File: config.mk
export PLATFORM = sky130hd
export DESIGN_NAME = round_ctrl
export DESIGN_NICKNAME = d
export VERILOG_FILES = /design/src/rtl/round_ctrl_pkg.sv /design/src/rtl/rr_arb2.sv /design/src/rtl/round_ctrl.sv
export SDC_FILE = /design/constraint.sdc
export NUM_CORES = 1
export LEC_CHECK = 0
export ABC_AREA = 1
export BUFFER_PORTS_ARGS = -buffer_cell sky130_fd_sc_hd__buf_2
export CAP_MARGIN = 40
export CORE_MARGIN = 2
export CORE_UTILIZATION = 45
export DETAILED_ROUTE_END_ITERATION = 12
export GPL_TIMING_DRIVEN = 0
export PLACE_DENSITY = 0.83
export RECOVER_POWER = 50
export SLEW_MARGIN = 20
export SYNTH_ARGS = -nofsm -noshare
export SYNTH_HDL_FRONTEND = slang
export SYNTH_SLANG_ARGS = --single-unit
File: constraint.sdc
create_clock -name clk -period 3.9 [get_ports clk]
set_clock_uncertainty 0.15 [all_clocks]
set_input_delay 0.78 -clock clk [delete_from_list [all_inputs] [get_ports clk]]
set_output_delay 0.78 -clock clk [all_outputs]
set_load 0.02 [all_outputs]
File: src/rtl/round_ctrl_pkg.sv
// Shared types and sizes for the FPU rounder sequencing controller.
// No logic of its own: no latency applies.
// No flow control of its own.
package round_ctrl_pkg;

  localparam int FW_DEF = 57;  // significand width
  localparam int EW_DEF = 13;  // exponent width
  localparam int LZW    = 6;   // leading-zero count / normalize shift width

  // Operation sequence: accept -> flag sample -> three datapath stages -> hand-off
  typedef enum logic [2:0] {
    IDLE  = 3'd0,
    FLAGS = 3'd1,
    NORM  = 3'd2,
    ROUND = 3'd3,
    POST  = 3'd4,
    DONE  = 3'd5
  } round_st_e;

endpackage

File: src/rtl/rr_arb2.sv
// Two-requester round-robin grant; the previous winner loses a tie.
// Purely combinational, zero latency.
// en low forces no grant; the caller owns the history register.
module rr_arb2 (
  input  logic [1:0] req,
  input  logic       last,
  input  logic       en,
  output logic [1:0] gnt
);

  // One-hot grant: a lone request wins, a tie goes to the index that was not served last
  always_comb begin
    gnt = 2'b00;
    if (en) begin
      case (req)
        2'b01:   gnt = 2'b01;
        2'b10:   gnt = 2'b10;
        2'b11:   gnt = last ? 2'b01 : 2'b10;
        default: gnt = 2'b00;
      endcase
    end
  end

endmodule

File: src/rtl/round_ctrl.sv
// Arbitrates two rounding requesters and steps the normalize/round/post-normalize stages.
// Accept to result: 5 cycles on the full path, 2 cycles when the stages are bypassed.
// One op in flight; requests are held off until the result is taken by res_ready.
module round_ctrl
  import round_ctrl_pkg::*;
#(
  parameter int FW = FW_DEF,
  parameter int EW = EW_DEF
) (
  input  logic            clk,
  input  logic            rst_n,
  input  logic [1:0]      req_valid,
  output logic [1:0]      req_ready,
  input  logic [2*FW-1:0] req_fr,
  input  logic [2*EW-1:0] req_er,
  input  logic [1:0]      req_db,
  output logic [FW-1:0]   rnd_fr,
  output logic [EW-1:0]   rnd_er,
  output logic            rnd_db,
  input  logic            tiny_i,
  input  logic            ovf1_i,
  input  logic [LZW-1:0]  lz_i,
  input  logic            ovf_trap_en,
  output logic            norm_en,
  output logic            round_en,
  output logic            post_en,
  output logic [LZW-1:0]  norm_sh,
  output logic            res_valid,
  input  logic            res_ready,
  output logic            res_id,
  output logic            res_tiny,
  output logic            res_ovf,
  output logic            res_special
);

  round_st_e state;
  round_st_e nxt_state;
  logic      last_served;
  logic      accept;
  logic      acc_id;
  logic      op_zero;
  logic      bypass;
  logic      arb_en;

  // Grant only while idle and out of reset, so req_ready is low during the reset cycle
  assign arb_en = rst_n && (state == IDLE);

  rr_arb2 u_arb (
    .req  (req_valid),
    .last (last_served),
    .en   (arb_en),
    .gnt  (req_ready)
  );

  assign accept  = |(req_valid & req_ready);
  assign acc_id  = req_ready[1];
  assign op_zero = (rnd_fr == '0);
  // Zero operands and untrapped overflows skip the three datapath stages
  assign bypass  = op_zero | (ovf1_i & ~ovf_trap_en);

  // State register
  always_ff @(posedge clk) begin
    if (!rst_n) state <= IDLE;
    else        state <= nxt_state;
  end

  // Next-state decode
  always_comb begin
    nxt_state = state;
    case (state)
      IDLE:    if (accept) nxt_state = FLAGS;
      FLAGS:   nxt_state = bypass ? DONE : NORM;
      NORM:    nxt_state = ROUND;
      ROUND:   nxt_state = POST;
      POST:    nxt_state = DONE;
      DONE:    if (res_ready) nxt_state = IDLE;
      default: nxt_state = IDLE;
    endcase
  end

  // Moore strobes and result valid, each tied to exactly one state
  always_comb begin
    norm_en   = (state == NORM);
    round_en  = (state == ROUND);
    post_en   = (state == POST);
    res_valid = (state == DONE);
  end

  // Operand capture on accept, flag capture in FLAGS; everything else holds
  always_ff @(posedge clk) begin
    if (!rst_n) begin
      last_served <= 1'b1;
      rnd_fr      <= '0;
      rnd_er      <= '0;
      rnd_db      <= 1'b0;
      norm_sh     <= '0;
      res_id      <= 1'b0;
      res_tiny    <= 1'b0;
      res_ovf     <= 1'b0;
      res_special <= 1'b0;
    end else begin
      if (state == IDLE && accept) begin
        rnd_fr      <= acc_id ? req_fr[FW +: FW] : req_fr[0 +: FW];
        rnd_er      <= acc_id ? req_er[EW +: EW] : req_er[0 +: EW];
        rnd_db      <= acc_id ? req_db[1] : req_db[0];
        res_id      <= acc_id;
        last_served <= acc_id;
      end
      if (state == FLAGS) begin
        norm_sh     <= lz_i;
        res_special <= bypass;
        // A zero significand carries no tiny/overflow meaning
        res_tiny    <= op_zero ? 1'b0 : tiny_i;
        res_ovf     <= op_zero ? 1'b0 : ovf1_i;
      end
    end
  end

endmodule

Word level (Yosys, flattened, before mapping) --
Index checks and enable logic that the tools add are counted. Widths: inputs -> output; s select.
Cells by class: multiplexer cells 12, reduce and logical (&&, ||, !) cells 6, eq/ne operators 10, bitwise logic cells 4
Operator list (number):
- $logic_not 57->1 | 1
- $mux 57 | 1
- $pmux 3 s6 | 1
- $mux 13 | 1
- $mux 3 | 3
- $eq 3x2->1 const B | 2
- $eq 3x3->1 const B | 2
- $pmux 2 s3 | 1
- $eq 2x2->1 const B | 2
- $mux 2 | 2
- $eq 3x1->1 const B | 1
- $logic_not 3->1 | 1
- $mux 1 | 3
- $and 2x2->2 | 1
- $eq 2x1->1 const B | 1
- $logic_and 1x1->1 | 2
- $ne 2x1->1 const B | 1
- $ne 2x2->1 const B | 1
- $reduce_and 2->1 | 1
- $reduce_or 2->1 | 1
- $and 1x1->1 | 1
- $not 1->1 | 1
- $or 1x1->1 | 1
Word-level totals: word-level logic and storage cells 42, input port bits 156, output and inout port bits 87, register bits after elaboration 85

Logic depth before layout (Yosys ltp) --
depth in word-level cells 7, mapped depth 12, depth with buffers taken out 11

By module --
Synthesis repeated with hierarchy kept, for this count alone.
Second synthesis, totals: cell total of the unflattened synthesis 537, area, all modules 3808.7 µm²
Modules (own cells, without submodules):
- round_ctrl | sequential area each 1701.6 µm², area an instance 3787.4 µm², instances 1, cells each 532
- rr_arb2 | sequential area each 0.0 µm², area an instance 21.3 µm², instances 1, cells each 5

Worst setup path after synthesis --
No wires, ideal clock.
kind input to output, start input rst_n, end output req_ready[0], cell stages on the path 7, buffers on the path 1, setup slack 1.296 ns, data required time 2.970 ns, arrival time 1.674 ns, cell sequence inv_1 > nor2_2 > inv_2 > nor2_8 > inv_2 > clkbuf_1 > nor2_1
Between the ends: longest elaborated chain between the ends 2
RTL lines:
- from (decl) | RTL line round_ctrl.sv:11 | input logic rst_n,
- $logic_and 1x1->1 | RTL line round_ctrl.sv:46 | assign arb_en = rst_n && (state == IDLE);
- $mux 2 | RTL line rr_arb2.sv:14 | if (en) begin
- to (decl) | RTL line round_ctrl.sv:13 | output logic [1:0] req_ready,
No other way between the ends.

Worst setup path in the final report --
Ends and elaborated chain as after synthesis.

==> metrics.txt <==
Post-DRT Antenna Nets=0; Hold WC Path Type=reg -> reg; CTS Buf Count=9; Area growth, synth to finish=36.85%; GPL Wtd Cong=0.9578; cell area after synthesis=3925 sq um; most common cell after layout, fill and taps aside=buf_2; core area=8593 sq um; pin count of the biggest net entering global routing=17; Power Density=728.4 nW/um^2; Slew headroom=0.6183; initial core utilization=0.4568; Antenna diodes=0; root buf cell=clkbuf_8; First-pass DRT Iterations=5; post-CTS setup buffers=0; vias per cell=5.229; CTS H-Tree Depth=3; crit share post-route=0.7677; Lkg Pwr=2.609 nW; GRT overflow=0; status=finished, final reports clean; CTS tree=done; final setup vio count=0; Die W=97.40 um; IO buf count=242; maximum vdd drop=0.3488 mV; Ys Warns=0; clock share of power=0.168; CP Class=in -> out; mean post-synth cell area=7.009 sq um; final core utilization=0.6251; Fin. Hold Viols=0; worst reg2reg path endpoint=rnd_fr[1]; part of the power in registers=0.374; CP Launch Type=input pin; syn_nets=716; Design Area, Final=5371 sq um; worst reg2reg setup slack=1.71 ns; fmax=334.0 MHz; layout cells sized above 1=0.2824; Layout fillers=838; Crit Reg-Reg Startpoint=state[1]; CTS Hold Bufs=0; reg2reg path depth=11; Slew @ Worst Pin=0.5725 ns; clock sink count=85; Total Nets Final=969; later-pin clock latency in the skew report=0.34 ns; crit path launch=rst_n; setup TNS=0 ns; DRT iter0 DRCs=292; DPL Wire Length=10.20 mm; crit path DAT=2.06 ns; Crit. End Element=output port; switching part of the total power=0.4585; Yosys cell types=22; Post-Route WL=13.36 mm; placed instance area=5271 sq um; Global Route Usage Sum=0.2728; Final min period=2.994 ns; Logic pwr share=0.458; maximum clock insertion buffer count=2; Max Slew Vio Count=0; Routed wire per std cell=14.42 um; most frequent cells in the layout=buf_2 (182), nor2_1 (100), clkbuf_1 (89); initial antenna violation count=0; row cnt=34; post-cts sizing count=0; I/O pins=243; Multi-input gate area=1872 sq um; via count of the first global-routing pass=4,562; Reg clk slew, reported paths=0.09 ns; RSZ-0062 raised after global routing=no; Vias=4,842; Reg area=1702 sq um; Internal Power=2.119 mW; full die area=9486 sq um; first-pass GRT wire length=21.47 mm; Max-Cap Viols=0; post-synthesis sequential area ratio=0.4335; DRC violations left=0; Critical Path Fanout Max=10; CP endpoint=req_ready[0]; die height=97.40 um; synthesized flop and latch total=85; switching power=1.794 mW; Critical Path RT=2.97 ns; Post-Synthesis Cells=560
[flip-flops by register name, indices dropped and copies added, names as in the netlist]
signal       cells
res_id           1
res_ovf          1
res_special      1
rnd_db           1
res_tiny         1
state            3
last_served      1
norm_sh          6
rnd_er          13
rnd_fr          57
[worst max-delay path, cell delays in order]
cell and delay (ns):
clkbuf_1 0.13, inv_1 0.10, nor2_2 0.15, inv_2 0.07, nor2_8 0.15, inv_2 0.07, clkbuf_1 0.23, nor2_1 0.19
buf_2 0.19
[how the worst min path moves through the flow]
stage           startpoint     endpoint  cells past startpoint  slack (ns)
2_1_floorplan  last_served  last_served                      2        0.28
3_3_place_gp   last_served  last_served                      2        0.29
3_5_place_dp   last_served  last_served                      2        0.30
4_1_cts        last_served  last_served                      2        0.32
5_1_grt          rnd_er[6]    rnd_er[6]                      2        0.36
6_report       last_served  last_served                      2        0.32
[kinds of logic (layout without fill, tap and decap cells)]
kind of cell / Yosys count / after routing / synth area share
DFF: 85 / 85 / 0.4335
buffers and inverters: 78 / 336 / 0.08958
and+or+nand+nor: 239 / 239 / 0.2506
AOI/OAI and AO/OA: 158 / 158 / 0.2263
[stage by stage]
stage	setup slack [ns]	hold slack [ns]	power (mW)	instances
finish	0.9058	0.3192	3.912	926
global route	0.7607	0.3587	4.175	926
CTS	0.9128	0.3198	3.996	926
detailed placement	0.9239	0.2977	3.341	910
global placement	0.9528	0.2944	3.292	910
floorplan	1.296	0.2792	2.668	560
[synth_stat cells]
library cell	number	area (sq um)
a31oi_1	1	6.260
nor2_1	100	375.4
o21ai_1	35	175.2
buf_4	8	60.06
nor3_1	5	25.02
or2_2	1	6.260
nor2_8	1	20.02
nor2_2	1	6.260
a31o_1	9	78.83
nand3_1	47	235.2
clkbuf_1	11	41.29
buf_1	3	11.26
a31o_2	16	140.1
dfxtp_1	85	1702
o21a_1	1	7.510
inv_2	6	22.52
a21oi_1	29	145.1
nand2_1	84	315.3
inv_1	32	120.1
o21ai_0	67	335.3
buf_6	1	11.26
buf_2	17	85.08
[power groups by stage]
stage	Clock, mW	Sequential (mW)	Combinational (mW)
after floorplan	0	1.84	0.828
after global placement	0	1.45	1.84
after detailed placement	0	1.47	1.87
after CTS	0.667	1.45	1.88
after global routing	0.702	1.51	1.97
final	0.657	1.46	1.79
[per-layer routing]
layer,track usage,routed length [um]
met5,0,0
met4,0.09722,294
met3,0.05971,1033
met2,0.4631,6448
met1,0.3413,5580
[layout make-up]
class                           count  share of cell area
Buffer                             40             0.03750
Clock inverter                      7             0.01491
Timing Repair Buffer              242              0.2075
Inverter                           38             0.02655
Sequential cell                    85              0.3168
Multi-Input combinational cell    397              0.3485
Tap cell                          108             0.02516
Clock buffer                        9             0.02306
Power figures use the tool's default switching activity.
